`src/rtl/elbeth_defs_pkg.sv`:
```
// Shared ELBETH definitions: fetch FSM encoding and architectural constants.
package elbeth_defs;

  typedef enum logic [1:0] {
    ST_ISSUE = 2'b00,
    ST_WAIT  = 2'b01,
    ST_HOLD  = 2'b10,
    ST_DRAIN = 2'b11
  } fetch_state_e;

  localparam logic [0:31] ELBETH_NOP_INSTR    = 32'h0100_0000;
  localparam logic [0:31] ELBETH_RESET_VECTOR = 32'h0000_0000;

endpackage

```
`src/rtl/elbeth_add4.sv`:
```
// Sequential-address incrementer: sum_o = a_i + 4, wrapping modulo 2^32.
module elbeth_add4 (
  input  logic [0:31] a_i,
  output logic [0:31] sum_o
);

  assign sum_o = a_i + 32'd4;

endmodule

```
`src/rtl/elbeth_fetch_stage.sv`:
```
// ELBETH instruction fetch: owns the PC, issues one outstanding imem request,
// and holds the returned word in the IF/ID register until decode accepts it.
module elbeth_fetch_stage
  import elbeth_defs::*;
#(
  parameter logic [0:31] RESET_VECTOR = ELBETH_RESET_VECTOR,
  parameter logic [0:31] NOP_INSTR    = ELBETH_NOP_INSTR
) (
  input  logic        clk,
  input  logic        rst_n,
  output logic        imem_req,
  output logic [0:31] imem_addr,
  input  logic        imem_ack,
  input  logic [0:31] imem_rdata,
  input  logic        redirect_valid,
  input  logic [0:31] redirect_pc,
  input  logic        id_ready,
  output logic        if_valid,
  output logic [0:31] if_instr,
  output logic [0:31] if_pc,
  output logic [0:31] if_npc
);

  fetch_state_e state_q;
  logic         imem_req_q;
  logic         valid_q;
  logic [0:31]  pc_q;
  logic [0:31]  req_addr_q;
  logic [0:31]  instr_q;
  logic [0:31]  ipc_q;
  logic [0:31]  inpc_q;
  logic [0:31]  seq_addr;
  logic [0:31]  target;

  assign target = {redirect_pc[0:29], 2'b00};

  elbeth_add4 u_add4 (
    .a_i   (req_addr_q),
    .sum_o (seq_addr)
  );

  // NOTE: every register here is written with <= so all updates see the
  // pre-edge values; the redirect writes below are then safely refined per state.
  always_ff @(posedge clk or negedge rst_n) begin
    if (!rst_n) begin
      state_q    <= ST_ISSUE;
      imem_req_q <= 1'b0;
      valid_q    <= 1'b0;
      pc_q       <= RESET_VECTOR;
      req_addr_q <= RESET_VECTOR;
      instr_q    <= NOP_INSTR;
      ipc_q      <= '0;
      inpc_q     <= '0;
    end else begin
      if (redirect_valid) begin
        pc_q    <= target;
        valid_q <= 1'b0;
        instr_q <= NOP_INSTR;
      end

      case (state_q)
        ST_ISSUE: begin
          if (!redirect_valid) begin
            req_addr_q <= pc_q;
            imem_req_q <= 1'b1;
            state_q    <= ST_WAIT;
          end
        end
        ST_WAIT: begin
          if (imem_ack) begin
            imem_req_q <= 1'b0;
            if (redirect_valid) begin
              state_q <= ST_ISSUE;
            end else begin
              instr_q <= imem_rdata;
              ipc_q   <= req_addr_q;
              inpc_q  <= seq_addr;
              pc_q    <= seq_addr;
              valid_q <= 1'b1;
              state_q <= ST_HOLD;
            end
          end else if (redirect_valid) begin
            // The bus cannot cancel an in-flight request; let it land and drop it.
            state_q <= ST_DRAIN;
          end
        end
        ST_HOLD: begin
          if (redirect_valid) begin
            state_q <= ST_ISSUE;
          end else if (id_ready) begin
            valid_q    <= 1'b0;
            req_addr_q <= pc_q;
            imem_req_q <= 1'b1;
            state_q    <= ST_WAIT;
          end
        end
        ST_DRAIN: begin
          if (imem_ack) begin
            imem_req_q <= 1'b0;
            state_q    <= ST_ISSUE;
          end
        end
        default: begin
          imem_req_q <= 1'b0;
          state_q    <= ST_ISSUE;
        end
      endcase
    end
  end

  assign imem_req  = imem_req_q;
  assign imem_addr = req_addr_q;
  assign if_valid  = valid_q;
  assign if_instr  = instr_q;
  assign if_pc     = ipc_q;
  assign if_npc    = inpc_q;

endmodule
```
`config.mk`:
```
export PLATFORM = sky130hd
export DESIGN_NAME = elbeth_fetch_stage
export DESIGN_NICKNAME = d
export VERILOG_FILES = /design/src/rtl/elbeth_defs_pkg.sv /design/src/rtl/elbeth_add4.sv /design/src/rtl/elbeth_fetch_stage.sv
export SDC_FILE = /design/constraint.sdc
export NUM_CORES = 1
export LEC_CHECK = 0
export ABC_CLOCK_PERIOD_IN_PS = 4500
export CAP_MARGIN = 20
export CORE_UTILIZATION = 45
export CTS_CLUSTER_SIZE = 12
export DETAILED_ROUTE_END_ITERATION = 7
export GPL_TIMING_DRIVEN = 0
export PLACE_DENSITY = 0.73
export SLEW_MARGIN = 15
export SYNTH_ARGS = -nofsm -noshare
export SYNTH_HDL_FRONTEND = slang
export SYNTH_HIERARCHICAL = 1
export SYNTH_SLANG_ARGS = --single-unit
export TNS_END_PERCENT = 100
```
`constraint.sdc`:
```
create_clock -name clk -period 4.5 [get_ports clk]
set_input_delay 1.35 -clock clk [delete_from_list [all_inputs] [get_ports clk]]
set_output_delay 1.35 -clock clk [all_outputs]
set_load 0.01 [all_outputs]
```
# After elaboration in Yosys (flattened, before gate mapping)
# Index checks and enable logic that the tools add are counted.
# totals
reg_bits	164
out_inout_bits	130
# op_classes
add_sub_neg	1
eq_ne	10
mux	31
n_bitwise	1
n_reduce_logical	7
# op_table
operator	count
32-bit two-way mux	11
32-bit case mux with 2 select lines	1
32-bit by 3-bit adder with 32-bit output (second input constant)	1
2-bit two-way mux	7
4-bit AND reduction	3
1-bit two-way mux	9
2-bit inequality test (second input constant)	4
2-bit case mux with 4 select lines	1
3-bit inequality test (second input constant)	2
2-bit equality test (second input constant)	2
1-bit case mux with 3 select lines	1
3-bit AND reduction	1
2-bit by 1-bit equality test with 1-bit output (second input constant)	1
2-bit logical NOT	1
2-bit by 1-bit inequality test with 1-bit output (second input constant)	1
1-bit case mux with 2 select lines	1
2-bit nonzero test	1
2-bit OR reduction	1
1-bit inverter	1

# Depth between registers and ports, before layout
# Gate-level depths: netlist of run 1.
# logic_depth
depth_word	4
ltp_mapped	7
ltp_nobuf	7

# Modules after synthesis
# The synthesis of run 1 kept the hierarchy.
# modules_own_cells
module	instances	cells_per_inst	area_each_um2	seq_area_each_um2
elbeth_fetch_stage	1	518	6794.0	4105.2
elbeth_add4	1	83	580.6	0.0

# Least setup slack after synthesis of run 1
# Ideal clock, no wire load.
# synth_timing
kind	input-to-reg
startpoint	input redirect_valid
endpoint	register inpc_q, in the netlist if_npc[10]
setup_time_ns	0.125
arrival_time_ns	2.256
t_required_ns	4.375
setup_slack_ns	2.118
cell_stages	6
n_path_buf	3
cell_sequence	buf_2 -> inv_2 -> nand2_1 -> buf_6 -> buf_6 -> mux2_4
# synth_via
elab_chain_cells	2
# synth_lines
element	line	rtl
start: declaration	elbeth_fetch_stage.sv:15	input logic redirect_valid,
1-bit inverter (no source line)	n/a	
3-bit AND reduction (no source line)	n/a	
end signal: assignment	elbeth_fetch_stage.sv:77	inpc_q <= seq_addr;
end: declaration	elbeth_fetch_stage.sv:31	logic [0:31] inpc_q;
# Every way passes these cells.
# A chain may end at the register's enable or synchronous reset.

# Worst setup path after layout of run 1
# layout_timing
startpoint	register req_addr_q, in the netlist imem_addr[9]
endpoint	output imem_addr[9] in the netlist's numbering
# layout_lines
element	line	rtl
start: declaration	elbeth_fetch_stage.sv:28	logic [0:31] req_addr_q;
start signal: assignment	elbeth_fetch_stage.sv:64	req_addr_q <= pc_q;
start signal: assignment	elbeth_fetch_stage.sv:92	req_addr_q <= pc_q;
end: declaration	elbeth_fetch_stage.sv:12	output logic [0:31] imem_addr,
# No word-level cell between the ends.

==> results.json, run 1 <==
{
  "outcome": "completed",
  "stdcell_count": 1045,
  "antenna_left": 0,
  "initial_core_util_pct": 46.3,
  "setup_viol_count_final": 0,
  "fin_ws_ns": 1.60,
  "slew_headroom_pct": 55.9,
  "clk_pin_slew_ns": 0.06,
  "worstMarginPinSlew_ns": 0.661,
  "ys_ff_latch": 164,
  "dp_worst_setup_slack_ns": 1.45,
  "final_max_slew_viol_count": 0,
  "crit_chain": "clkdlybuf4s50_1",
  "powerDensity_nw_per_um2": 645,
  "syn-instance-count": 601,
  "r2r-start": "imem_addr[29]",
  "fp.dieArea_sq_um": 16900,
  "min_to": "if_instr[7]",
  "synth_cell_types": 41,
  "slowest_delay_ns": 0.62,
  "first_iter_violations": 222,
  "startpoint_type": "flop",
  "fillers": 1272,
  "synth_area_leader_cell": "dfrtp_1",
  "cts_hold_buf": 0,
  "hold_viol_final": 0,
  "arrival_ns": 1.55,
  "fmax_mhz": 344,
  "antenna_found_initial": 0,
  "post-route-util_pct": 64.2,
  "htreeDepth": 4,
  "yosysMostFrequentCell": "dfrtp_1",
  "cts.sinks": 164,
  "antenna_cells": 0,
  "gp_congestion": 0.799,
  "finClkSkew_ns": 0.0111,
  "hpwl_microns": 13600,
  "grt_util_met3_pct": 7.13,
  "die_width_microns": 130,
  "worstPathRequired_ns": 3.15,
  "track_usage_pct": 23.8,
  "grt_pass1_vias": 5625,
  "hold_depth": 2,
  "cp_num_buf_inv": 1,
  "finalPower_mw": 6.60,
  "hold_path_class": "reg -> reg",
  "overflow": 0,
  "leakagePower_nw": 4.53,
  "area_growth_pct": 38.8,
  "grt_max_degree": 86,
  "core_sq_um": 15900,
  "worstHoldStart": "if_instr[7]",
  "critPathKind": "reg -> out",
  "path_max_fanout": 9,
  "synth_edf_count": 0,
  "busiest_layer": "met2",
  "synth_commonest_cells": "dfrtp_1, nand2_1, mux2_4",
  "cts_buffer_depth": 2,
  "syn_area_sq_um": 7370,
  "r2r_cells": 7,
  "clkLatencyLatePin_ns": 0.42,
  "ir_worst_vdd_uv": 313,
  "yosysWarnings": 6,
  "root_buffer": "clkbuf_16",
  "postCtsSetupRepairBufs": 0,
  "die_h_microns": 130,
  "io_pins": 199,
  "post-route-drc-count": 0,
  "cts-resized-gates": 0,
  "port_buffers": 195,
  "end_kind": "output pin",
  "nets": 891,
  "grt_pass1_wl_microns": 30200,
  "path_delay_family": "buffers and inverters",
  "netlist.area_leader.share_pct": 55.3,
  "synth.yosys.seq_area_share_pct": 55.7,
  "synth_area_leaders": "dfrtp_1, mux2_4, mux2_2",
  "r2r-end": "pc_q[1]",
  "r2r_setup_slack_ns": 2.04,
  "crit_slowest_cell": "clkdlybuf4s50_1",
  "placed_cells": 1013,
  "avgSynthCellArea_sq_um": 12.3,
  "vias": 5350,
  "async_reset_ff_share_pct": 100,
  "maxCapViolCount": 0,
  "firstDrtPassIters": 4,
  "wl_per_cell_microns": 18.1,
  "cts_tree": "built",
  "finalWirelength_microns": 18900,
  "use_met1_pct": 30.1,
  "grt_util_met2_pct": 38.9,
  "cts_buffers": 17,
  "rsz0062_at_grt": "false",
  "fp-row-count": 46,
  "viasPerCell": 5.12,
  "period_needed_ns": 2.90,
  "ys.flop_type": "dfrtp_1",
  "drive_gt1_share_pct": 19.3,
  "syn_nets": 676,
  "holdWs_ns": 0.483,
  "finalCritPeriodShare_pct": 64.5
}
routing by layer:
metal  wire (microns)  vias to the layer above
li1                 -                     2501
met4              316                        0
met3             1320                       26
met5                0                        -
met1             8120                     2628
met2             9170                      195
kinds of logic after synthesis:
kind of cell | count (synthesis) | synth area share (%)
flip-flops | 164 | 55.7
buffers and inverters | 39 | 3.26
AND/OR/NAND/NOR | 163 | 10.1
multiplexers | 127 | 21.4
XOR/XNOR | 28 | 3.33
adder cells (fa/ha/maj) | 6 | 1.02
AO/OA/AOI/OAI | 74 | 5.24
placed cells by master (no fill, tap or decap), types with 7 or more instances in the layout:
cell type        instances
mux2_4                  50
buf_4                    7
xor2_1                   7
a21oi_1                 36
clkbuf_16               17
mux2_2                  45
dfrtp_1                163
nand3_1                 11
clkbuf_1                12
o21ai_1                 26
mux2i_1                 31
xnor2_1                 21
nand4_1                  9
clkdlybuf4s50_1        194
nand2_1                112
nor2_1                  10
buf_6                    8
worst min-delay path, cell delays in order (launching register included):
cell	delay, ns
dfstp_2	0.37
nand2_1	0.05
nand3_1	0.06
state kept, by name, summed over array words and instances, names as in the netlist:
register	cells
if_instr	32
if_npc	32
if_pc	32
if_valid	1
imem_addr	32
imem_req	1
pc_q	32
state_q	2
stage by stage:
step / setup TNS [ns] / area (sq um)
final: 0 / 10200
after global routing: 0 / 10200
after global placement: -720.00 / 9600
after floorplan: 0 / 7370
after detailed placement: 0 / 9630
after CTS: 0 / 10200
cell type report:
type	instances	area, sq um	area share, %
Inverter	6	22.5	0.220
Tap cell	216	270	2.64
Clock inverter	13	150	1.47
Buffer	33	218	2.13
Multi-Input combinational cell	398	3030	29.6
Timing Repair Buffer	196	1980	19.4
Sequential cell	164	4110	40.1
Clock buffer	19	453	4.43
power by group:
group | internal (mW) | switching (mW) | leakage, nW
combinational | 1.59 | 1.06 | 2.17
sequential | 1.98 | 0.504 | 2.08
clock | 0.854 | 0.611 | 0.290
total | 4.42 | 2.17 | 4.53
how the worst max path moves through the flow:
stage | cells after the start | start | slack, ns | endpoint
after detailed placement | 6 | imem_ack | 1.45 | pc_q[2]
final | 1 | imem_addr[9] | 1.60 | imem_addr[9]
after global placement | 1 | rst_n | -4.41 | if_pc[17]
after floorplan | 6 | redirect_valid | 2.12 | if_npc[10]
after CTS | 1 | imem_addr[9] | 1.57 | imem_addr[9]
after global routing | 1 | imem_addr[15] | 1.54 | imem_addr[15]
(Power assumes the default switching activity.)
==> run 2: changes to the inputs <==
ABC_CLOCK_PERIOD_IN_PS = 2900   (was 4500)
clock period = 2.9 ns   (was 4.5 ns; I/O delays follow)
==> results of run 2 <==
The final DEF is identical to that of run 1. Status: completed.
Among the figures that moved: setup slack after placement 1.45 ns -> 0.328 ns; setup slack after layout 1.60 ns -> 0.441 ns; hold slack 0.483 ns -> 0.426 ns; start point of the critical path imem_addr[9] -> imem_addr[29]; end point of the critical path imem_addr[9] -> pc_q[1]; register-to-register setup slack 2.04 ns -> 0.44 ns; total power 6.60 mW -> 10.2 mW; worst IR drop on VDD 313 uV -> 485 uV
